**config.mk**
```make
export PLATFORM = sky130hd
export DESIGN_NAME = hazard_scoreboard
export DESIGN_NICKNAME = d
export VERILOG_FILES = /design/src/rtl/hazard_scoreboard_pkg.sv /design/src/rtl/hazard_scoreboard_sb_match.sv /design/src/rtl/hazard_scoreboard.sv
export SDC_FILE = /design/constraint.sdc
export NUM_CORES = 1
export LEC_CHECK = 0
export BUFFER_PORTS_ARGS = -buffer_cell sky130_fd_sc_hd__buf_2
export CORE_AREA = 2 2 98 100
export DETAILED_ROUTE_END_ITERATION = 10
export DIE_AREA = 0 0 100 102
export HOLD_SLACK_MARGIN = 0.02
export PLACE_DENSITY = 0.75
export SETUP_SLACK_MARGIN = 0.15
export SYNTH_ARGS = -nofsm -noshare
export SYNTH_HDL_FRONTEND = slang
export SYNTH_SLANG_ARGS = --single-unit
```
**constraint.sdc**
```tcl
create_clock -name clk -period 2.06 [get_ports clk]
set_input_delay 0.412 -clock clk [delete_from_list [all_inputs] [get_ports clk]]
set_output_delay 0.412 -clock clk [all_outputs]
set_load 0.1 [all_outputs]
```
**src/rtl/hazard_scoreboard_pkg.sv**
```systemverilog
// -----------------------------------------------------------------------------
// hazard_scoreboard_pkg
// Shared definitions for the hazard scoreboard of the 5-stage MIPS core:
//   - EX forwarding-select encodings (operand source for the EX muxes)
//   - sbEntry: one scoreboard slot {valid, dest, isLoad}
//   - exFwdSelect: priority function choosing the EX operand source
// -----------------------------------------------------------------------------
package hazard_scoreboard_pkg;

  // EX operand mux select encodings
  localparam logic [1:0] FWD_SRC_IDEX  = 2'd0;
  localparam logic [1:0] FWD_SRC_EXMEM = 2'd1;
  localparam logic [1:0] FWD_SRC_MEMWB = 2'd2;

  // Scoreboard geometry. The dest field is sized for the widest register
  // address the core is expected to use; narrower addresses are zero-extended
  // on entry so every comparison happens at this common width.
  localparam int SB_DEPTH  = 3;
  localparam int SB_DEST_W = 8;

  // One in-flight instruction. valid is only set for real instructions that
  // write the register file, so a slot holding a store/branch reads as empty.
  typedef struct packed {
    logic                 valid;
    logic [SB_DEST_W-1:0] dest;
    logic                 isLoad;
  } sbEntry;

  // Youngest producer wins: the instruction in EX beats the one in MEM.
  // A load in EX cannot be bypassed from EX/MEM (its data is not there yet);
  // that case is covered by the load-use stall, so it falls through here.
  function automatic logic [1:0] exFwdSelect(input logic matchEx,
                                             input logic exIsLoad,
                                             input logic matchMem);
    if (matchEx && !exIsLoad) return FWD_SRC_EXMEM;
    if (matchMem)             return FWD_SRC_MEMWB;
    return FWD_SRC_IDEX;
  endfunction

endpackage

```
**src/rtl/hazard_scoreboard_sb_match.sv**
```systemverilog
// -----------------------------------------------------------------------------
// sb_match
// Compares one source register of the instruction in ID against one
// scoreboard entry.
// Ports:
//   srcUsed  in   source register is actually read by the ID instruction
//   src      in   source register number
//   entry    in   scoreboard slot to compare against
//   match    out  1 when the source is used, the entry is live and the
//                 register numbers are equal (register 0 never matches)
// -----------------------------------------------------------------------------
module sb_match
  import hazard_scoreboard_pkg::*;
#(
  parameter int REG_ADDR_W = 5
) (
  input  logic                  srcUsed,
  input  logic [REG_ADDR_W-1:0] src,
  input  sbEntry                entry,
  output logic                  match
);

  logic [SB_DEST_W-1:0] srcExt;

  assign srcExt = SB_DEST_W'(src);

  // $zero is hard-wired, so a producer targeting it is never a hazard source
  assign match = srcUsed && entry.valid && (entry.dest != '0) &&
                 (entry.dest == srcExt);

endmodule

```
**src/rtl/hazard_scoreboard.sv**
```systemverilog
// -----------------------------------------------------------------------------
// hazard_scoreboard
// Hazard control for the 5-stage MIPS pipeline. A 3-deep shift-register
// scoreboard tracks the destinations of the instructions in EX, MEM and WB
// and drives stalls, ID/EX forwarding selects and branch flushes.
// Parameters:
//   REG_ADDR_W  register-address width
//   FWD_EN      1 = full forwarding, 0 = stall on every RAW, no bypass
//   CNT_W       width of the saturating performance counters
// Ports:
//   clk, reset                  core clock, synchronous active-low reset
//   id_*                        decoded fields of the instruction in ID
//   mem_branch_taken            branch in MEM resolved taken this cycle
//   stall                       hold PC and IF/ID, bubble into ID/EX
//   flush_if_id/id_ex/ex_mem    clear that pipeline register at next edge
//   id_fwd_a/b                  ID operand takes the WB write data
//   ex_fwd_a/b                  registered EX operand select (pkg encodings)
//   stall_cnt, flush_cnt        saturating stall / flush cycle counters
// -----------------------------------------------------------------------------
module hazard_scoreboard
  import hazard_scoreboard_pkg::*;
#(
  parameter int REG_ADDR_W = 5,
  parameter int FWD_EN     = 1,
  parameter int CNT_W      = 32
) (
  input  logic                  clk,
  input  logic                  reset,
  input  logic                  id_valid,
  input  logic [REG_ADDR_W-1:0] id_rs,
  input  logic [REG_ADDR_W-1:0] id_rt,
  input  logic                  id_uses_rs,
  input  logic                  id_uses_rt,
  input  logic [REG_ADDR_W-1:0] id_dest,
  input  logic                  id_reg_write,
  input  logic                  id_mem_read,
  input  logic                  mem_branch_taken,
  output logic                  stall,
  output logic                  flush_if_id,
  output logic                  flush_id_ex,
  output logic                  flush_ex_mem,
  output logic                  id_fwd_a,
  output logic                  id_fwd_b,
  output logic [1:0]            ex_fwd_a,
  output logic [1:0]            ex_fwd_b,
  output logic [CNT_W-1:0]      stall_cnt,
  output logic [CNT_W-1:0]      flush_cnt
);

  localparam bit              FWD_ON  = (FWD_EN != 0);
  localparam logic [CNT_W-1:0] CNT_ONE = {{(CNT_W-1){1'b0}}, 1'b1};

  // sb[0] = EX, sb[1] = MEM, sb[2] = WB
  sbEntry sb [SB_DEPTH];

  logic [SB_DEPTH-1:0] matchA;
  logic [SB_DEPTH-1:0] matchB;
  logic                useA;
  logic                useB;
  logic                stallReq;
  logic                enterValid;
  logic [1:0]          nextFwdA;
  logic [1:0]          nextFwdB;
  sbEntry              newEntry;

  // A non-valid ID slot holds garbage fields and must not raise hazards
  assign useA = id_valid && id_uses_rs;
  assign useB = id_valid && id_uses_rt;

  genvar gi;
  generate
    for (gi = 0; gi < SB_DEPTH; gi++) begin : gMatch
      sb_match #(.REG_ADDR_W(REG_ADDR_W)) uMatchA (
        .srcUsed(useA),
        .src    (id_rs),
        .entry  (sb[gi]),
        .match  (matchA[gi])
      );
      sb_match #(.REG_ADDR_W(REG_ADDR_W)) uMatchB (
        .srcUsed(useB),
        .src    (id_rt),
        .entry  (sb[gi]),
        .match  (matchB[gi])
      );
    end
  endgenerate

  // Hazard decision. With forwarding only a load directly ahead needs a
  // bubble; without it any in-flight producer blocks until it has left WB.
  always_comb begin
    stallReq = 1'b0;
    nextFwdA = FWD_SRC_IDEX;
    nextFwdB = FWD_SRC_IDEX;
    if (FWD_ON) begin
      stallReq = (matchA[0] || matchB[0]) && sb[0].isLoad;
      nextFwdA = exFwdSelect(matchA[0], sb[0].isLoad, matchA[1]);
      nextFwdB = exFwdSelect(matchB[0], sb[0].isLoad, matchB[1]);
    end else begin
      stallReq = (|matchA) || (|matchB);
    end
  end

  // Combinational outputs are silenced during reset; a taken branch
  // overrides any stall because the stalled instruction is being squashed.
  assign stall        = reset && !mem_branch_taken && stallReq;
  assign flush_if_id  = reset && mem_branch_taken;
  assign flush_id_ex  = reset && mem_branch_taken;
  assign flush_ex_mem = reset && mem_branch_taken;

  // The register file writes at the same edge ID reads it, so a producer
  // in WB has to be bypassed straight into the ID operand.
  assign id_fwd_a = FWD_ON && reset && matchA[2];
  assign id_fwd_b = FWD_ON && reset && matchB[2];

  // What enters EX at the next edge: a bubble on stall, flush or empty ID
  assign enterValid = id_valid && !stall && !mem_branch_taken;

  always_comb begin
    newEntry        = '0;
    newEntry.valid  = enterValid && id_reg_write;
    newEntry.dest   = SB_DEST_W'(id_dest);
    newEntry.isLoad = id_mem_read;
  end

  // Scoreboard shift, registered EX selects and saturating counters.
  // On a taken branch the EX-stage instruction is younger than the branch,
  // so it is dropped instead of advancing into MEM.
  always_ff @(posedge clk) begin
    if (!reset) begin
      for (int k = 0; k < SB_DEPTH; k++) sb[k] <= '0;
      ex_fwd_a  <= FWD_SRC_IDEX;
      ex_fwd_b  <= FWD_SRC_IDEX;
      stall_cnt <= '0;
      flush_cnt <= '0;
    end else begin
      sb[0] <= newEntry;
      sb[1] <= mem_branch_taken ? '0 : sb[0];
      sb[2] <= sb[1];
      ex_fwd_a <= enterValid ? nextFwdA : FWD_SRC_IDEX;
      ex_fwd_b <= enterValid ? nextFwdB : FWD_SRC_IDEX;
      if (stall && (stall_cnt != '1)) stall_cnt <= stall_cnt + CNT_ONE;
      if (mem_branch_taken && (flush_cnt != '1)) flush_cnt <= flush_cnt + CNT_ONE;
    end
  end

endmodule

```
Word level (Yosys, flattened, before mapping)
Memories as Yosys holds them, arrays and structs flattened.
Cells that the tools add are included.
{"block": "op_classes", "bitwise": 3, "muxes": 20, "reduce_logical": 41, "addsub": 2, "n_eq_ne": 8}
{"operator": "adder 32 x 1 -> 32 bit, second input constant", "n": 2}
{"operator": "!= test 32 bit, second input constant", "n": 2}
{"operator": "== test 8 x 5 -> 1 bit", "n": 6}
{"operator": "2-to-1 mux 10 bit", "n": 4}
{"operator": "logical AND 1 bit", "n": 33}
{"operator": "nonzero test 8 bit", "n": 3}
{"operator": "2-to-1 mux 2 bit", "n": 8}
{"operator": "2-to-1 mux 1 bit", "n": 8}
{"operator": "zero test 1 bit", "n": 3}
{"operator": "bitwise OR 1 bit", "n": 3}
{"operator": "AND reduction 2 bit", "n": 1}
{"operator": "logical OR 1 bit", "n": 1}
{"block": "totals", "wordCells": 79, "register_bits": 68, "ramBits": 30, "in_bits": 23, "memories": 1}
{"memory": "sb", "words": 3, "width": 10, "read_ports": 3, "rd_ports_with_merged_regs": 0, "wr": 3, "line": "hazard_scoreboard.sv:54", "source": "sbEntry sb [SB_DEPTH];"}

Depth between registers and ports, before layout
{"block": "logic_depth", "ltp_word": 12, "mapped_depth": 10}

Modules after synthesis
From an unflattened synthesis, not the netlist that was laid out.
{"block": "unflattened", "hier_cells": 527, "area_unflattened_um2": 4514.3}
{"module": "hazard_scoreboard", "area_per_inst_um2": 4011.3, "cells_per_inst": 461, "n_inst": 1}
{"module": "sb_match", "area_per_inst_um2": 83.8, "cells_per_inst": 11, "n_inst": 6}

Least setup slack after synthesis
OpenSTA, ideal clock, no wires.
{"block": "synth_path", "path_kind": "in2out", "start": "input port reset", "end": "output port id_fwd_a", "arrival_time_ps": 3939, "setup_slack_ps": -2291, "n_path_buf": 2, "required_time_ps": 1648, "stages": 4, "cell_sequence": "buf_2 -> buf_1 -> o211ai_1 -> nor4_1"}
{"block": "synth_between", "elab_chain_cells": 1}
{"item": "start, declared", "line": "hazard_scoreboard.sv:28", "source": "input logic reset,"}
{"item": "logical AND 1 bit", "line": "hazard_scoreboard.sv:112", "source": "assign id_fwd_a = FWD_ON && reset && matchA[2];"}
{"item": "end, declared", "line": "hazard_scoreboard.sv:42", "source": "output logic id_fwd_a,"}
No other way between the ends.

==> reports/results.tsv <==
metric	value	unit
grt_max_degree	53	
tns	-12.71	ns
setup.worst_path.start_class	flip-flop	
clkLatencyLatePin	0.37	ns
slowest_delay	0.37	ns
placement_rows	35	
critical_path_depth	10	
reg2reg_depth	10	
rsz0062_at_grt	true	
seq_area_frac_synth	39.5	%
wl_per_cell	18.9	µm
synthCells	513	
synth_commonest_cells	dfxtp_1 (87), nor2_1 (38), nand4_1 (34)	
fillers	628	
grt_antenna_before_repair	1	
postLayoutCoreUtil	74.1	%
relSlewSlack	55.8	%
synth_area_per_cell	8.59	µm²
worst-r2r-setup-slack	-0.47	ns
grt_pass1_vias	4426	
synthesis.area	4410	µm²
tightest_slew	0.663	ns
clock-sinks	87	
synth_top_cell_area_share	39.5	%
io_pins	97	
numCtsBuffers	9	
vias	4828	
dp_hpwl	8620	µm
timing.rr.end	stall_cnt[0]	
fmaxAchievable	0.395	GHz
report.final.slew_viol_count	0	
status	complete, but fails checks	
grt_pass1_wl	21700	µm
cp-end-kind	flip-flop	
drc	0	
violations	negative setup slack	
synthArstFlopShare	0	%
ir_drop	0.272	mV
crit_chain	xor2_1, nor4_1, nand3_1, a211o_1, buf_12, buf_4, buf_12, buf_4, or3_1, a21oi_2	
cp_slowest_cell	a211o_1	
wl	15000	µm
cts_tree	yes	
cts_root_buf	clkbuf_8	
die_x	100	µm
finalHoldViolCount	0	
fin_skew	0.0260	ns
arrival	2.81	ns
htree_num_levels	3	
required	2.34	ns
core-area	9110	µm²
cts_buffer_depth	2	
cpLargestDelayFamily	simple AND/OR/NAND/NOR gates	
reg2reg_from	sb[0][2]	
synth_edf_count	0	
layout.nets	700	
startpoint	sb[0][2]	
leakage	2.58	nW
min_path_type	in2reg	
synth_seq_cells	87	
die_y	102	µm
grtUsageTotal	26.7	%
path_class	reg2reg	
initial_core_util	48.4	%
area_growth	53.2	%
clkTransAtPathRegs	0.09	ns
setup_slack	-0.469	ns
synth_top_area_cell	dfxtp_1	
finalCritPeriodShare	123	%
drive_gt1_share	52.1	%
synth_area_leaders	dfxtp_1 (40%), xnor2_1 (6.6%), nand4_1 (4.8%)	
ys_types	43	
drt-initial-drc-count	280	
fin_crit	2.53	ns
ant_nets	0	
endpoint	stall_cnt[0]	
synthesis.nets	538	
power.total	3.17	mW
grt-ovfl-total	0	
vias_per_cell	6.10	
io_buffers	96	
finalSetupViolCount	39	
path_buf_inv	4	
fin_cells	792	
crit_fanout	7	
synthFlopType	dfxtp_1	
power.density	469	nW/µm²
gp_congestion	0.875	
place_inst	744	
die_area	10200	µm²
yosysWarnings	0	
synth_most_common_cell	dfxtp_1	
cap_violations	0	
first_pass_iters	5	
[cell usage in the layout (no fill, tap or decap), types with 5 or more instances in the layout]
cell type,count
a21oi_1,10
o31ai_1,8
nor3_1,11
nand4_1,34
nand2_1,28
and2_1,23
buf_6,11
nand3_2,5
nand3_1,23
or4_1,9
and4_1,6
xnor2_1,32
nor4_4,6
xor2_1,23
buf_12,9
nand2b_1,7
nor2_1,34
and3_1,18
a21oi_2,15
mux2i_1,6
buf_2,90
buf_4,64
dfxtp_4,50
o31ai_4,9
or4_4,17
clkbuf_8,11
dfxtp_2,20
dfxtp_1,17
o31ai_2,9
nor4_1,7
inv_1,8
[kinds of logic (layout without fill, tap and decap cells)]
kind of cell | Yosys count | in the layout | synth area share [%]
compound gates | 69 | 69 | 10.2
buf+inv | 38 | 205 | 4.03
mux | 6 | 6 | 1.36
simple gates | 255 | 255 | 33.2
fa+ha+maj | 2 | 2 | 0.568
other cells | 0 | 1 | 0
flops | 87 | 87 | 39.5
xor+xnor | 56 | 56 | 11.1
[worst register-to-register path, cell delays in order (launching register included)]
cell,delay [ns]
dfxtp_4,0.36
xor2_1,0.14
nor4_1,0.30
nand3_1,0.18
a211o_1,0.37
buf_12,0.15
buf_4,0.15
buf_12,0.14
buf_4,0.14
or3_1,0.37
a21oi_2,0.16
[report_power, final]
group          leakage [nW]  internal, mW  switching (mW)
Clock                 0.102         0.579           0.612
Combinational          1.72         0.127           0.198
Sequential            0.753          1.63          0.0192
[layer usage]
metal | vias to the layer above | part of all wire [%] | GRT usage, %
met5 | - | 0 | 0
met4 | 0 | 3.2 | 13.1
met3 | 45 | 8.0 | 4.51
met2 | 258 | 49 | 46.0
met1 | 2306 | 40 | 32.4
li1 | 2219 | - | -
[worst min path at each step]
| stage | start | endpoint | cells past startpoint |
|---|---|---|---|
| 2_1_floorplan | sb[0][19] | sb[0][29] | 1 |
| 3_3_place_gp | sb[0][19] | sb[0][29] | 1 |
| 3_5_place_dp | sb[0][19] | sb[0][29] | 1 |
| 4_1_cts | id_dest[1] | sb[0][2] | 2 |
| 5_1_grt | id_dest[0] | sb[0][1] | 2 |
| 6_report | id_mem_read | sb[0][0] | 2 |
[sequential cells by signal, summed over array words and instances (netlist names)]
name	flops
sb	19
ex_fwd_a	2
stall_cnt	32
flush_cnt	32
ex_fwd_b	2
[cell type report]
cell class	count	area [µm²]	area share [%]
multi-input cells	388	3040	45.0
well taps	111	139	2.06
clock buffers	14	184	2.72
clock inverters	2	11.3	0.167
flip-flops and latches	87	1950	29.0
diodes	1	2.50	0.0371
inverters	9	33.8	0.500
repair buffers	180	1390	20.5
[repair_timing]
action	CTS	global route
resized for setup	39	68
setup endpoints to repair	37	52
pin swaps	16	28
buffers inserted	14	11
hold buffers	0	0
cloned	4	2
[per-stage QoR]
stage               hold WS, ns  area (µm²)  setup slack, ns
finish                    0.255        6750           -0.469
global route              0.251        6750           -0.568
CTS                       0.251        6320           -0.410
detailed placement        0.439        5740           -0.365
global placement          0.436        5740           -0.356
floorplan                 0.423        4860           -0.494
Power figures use the tool's default switching activity.
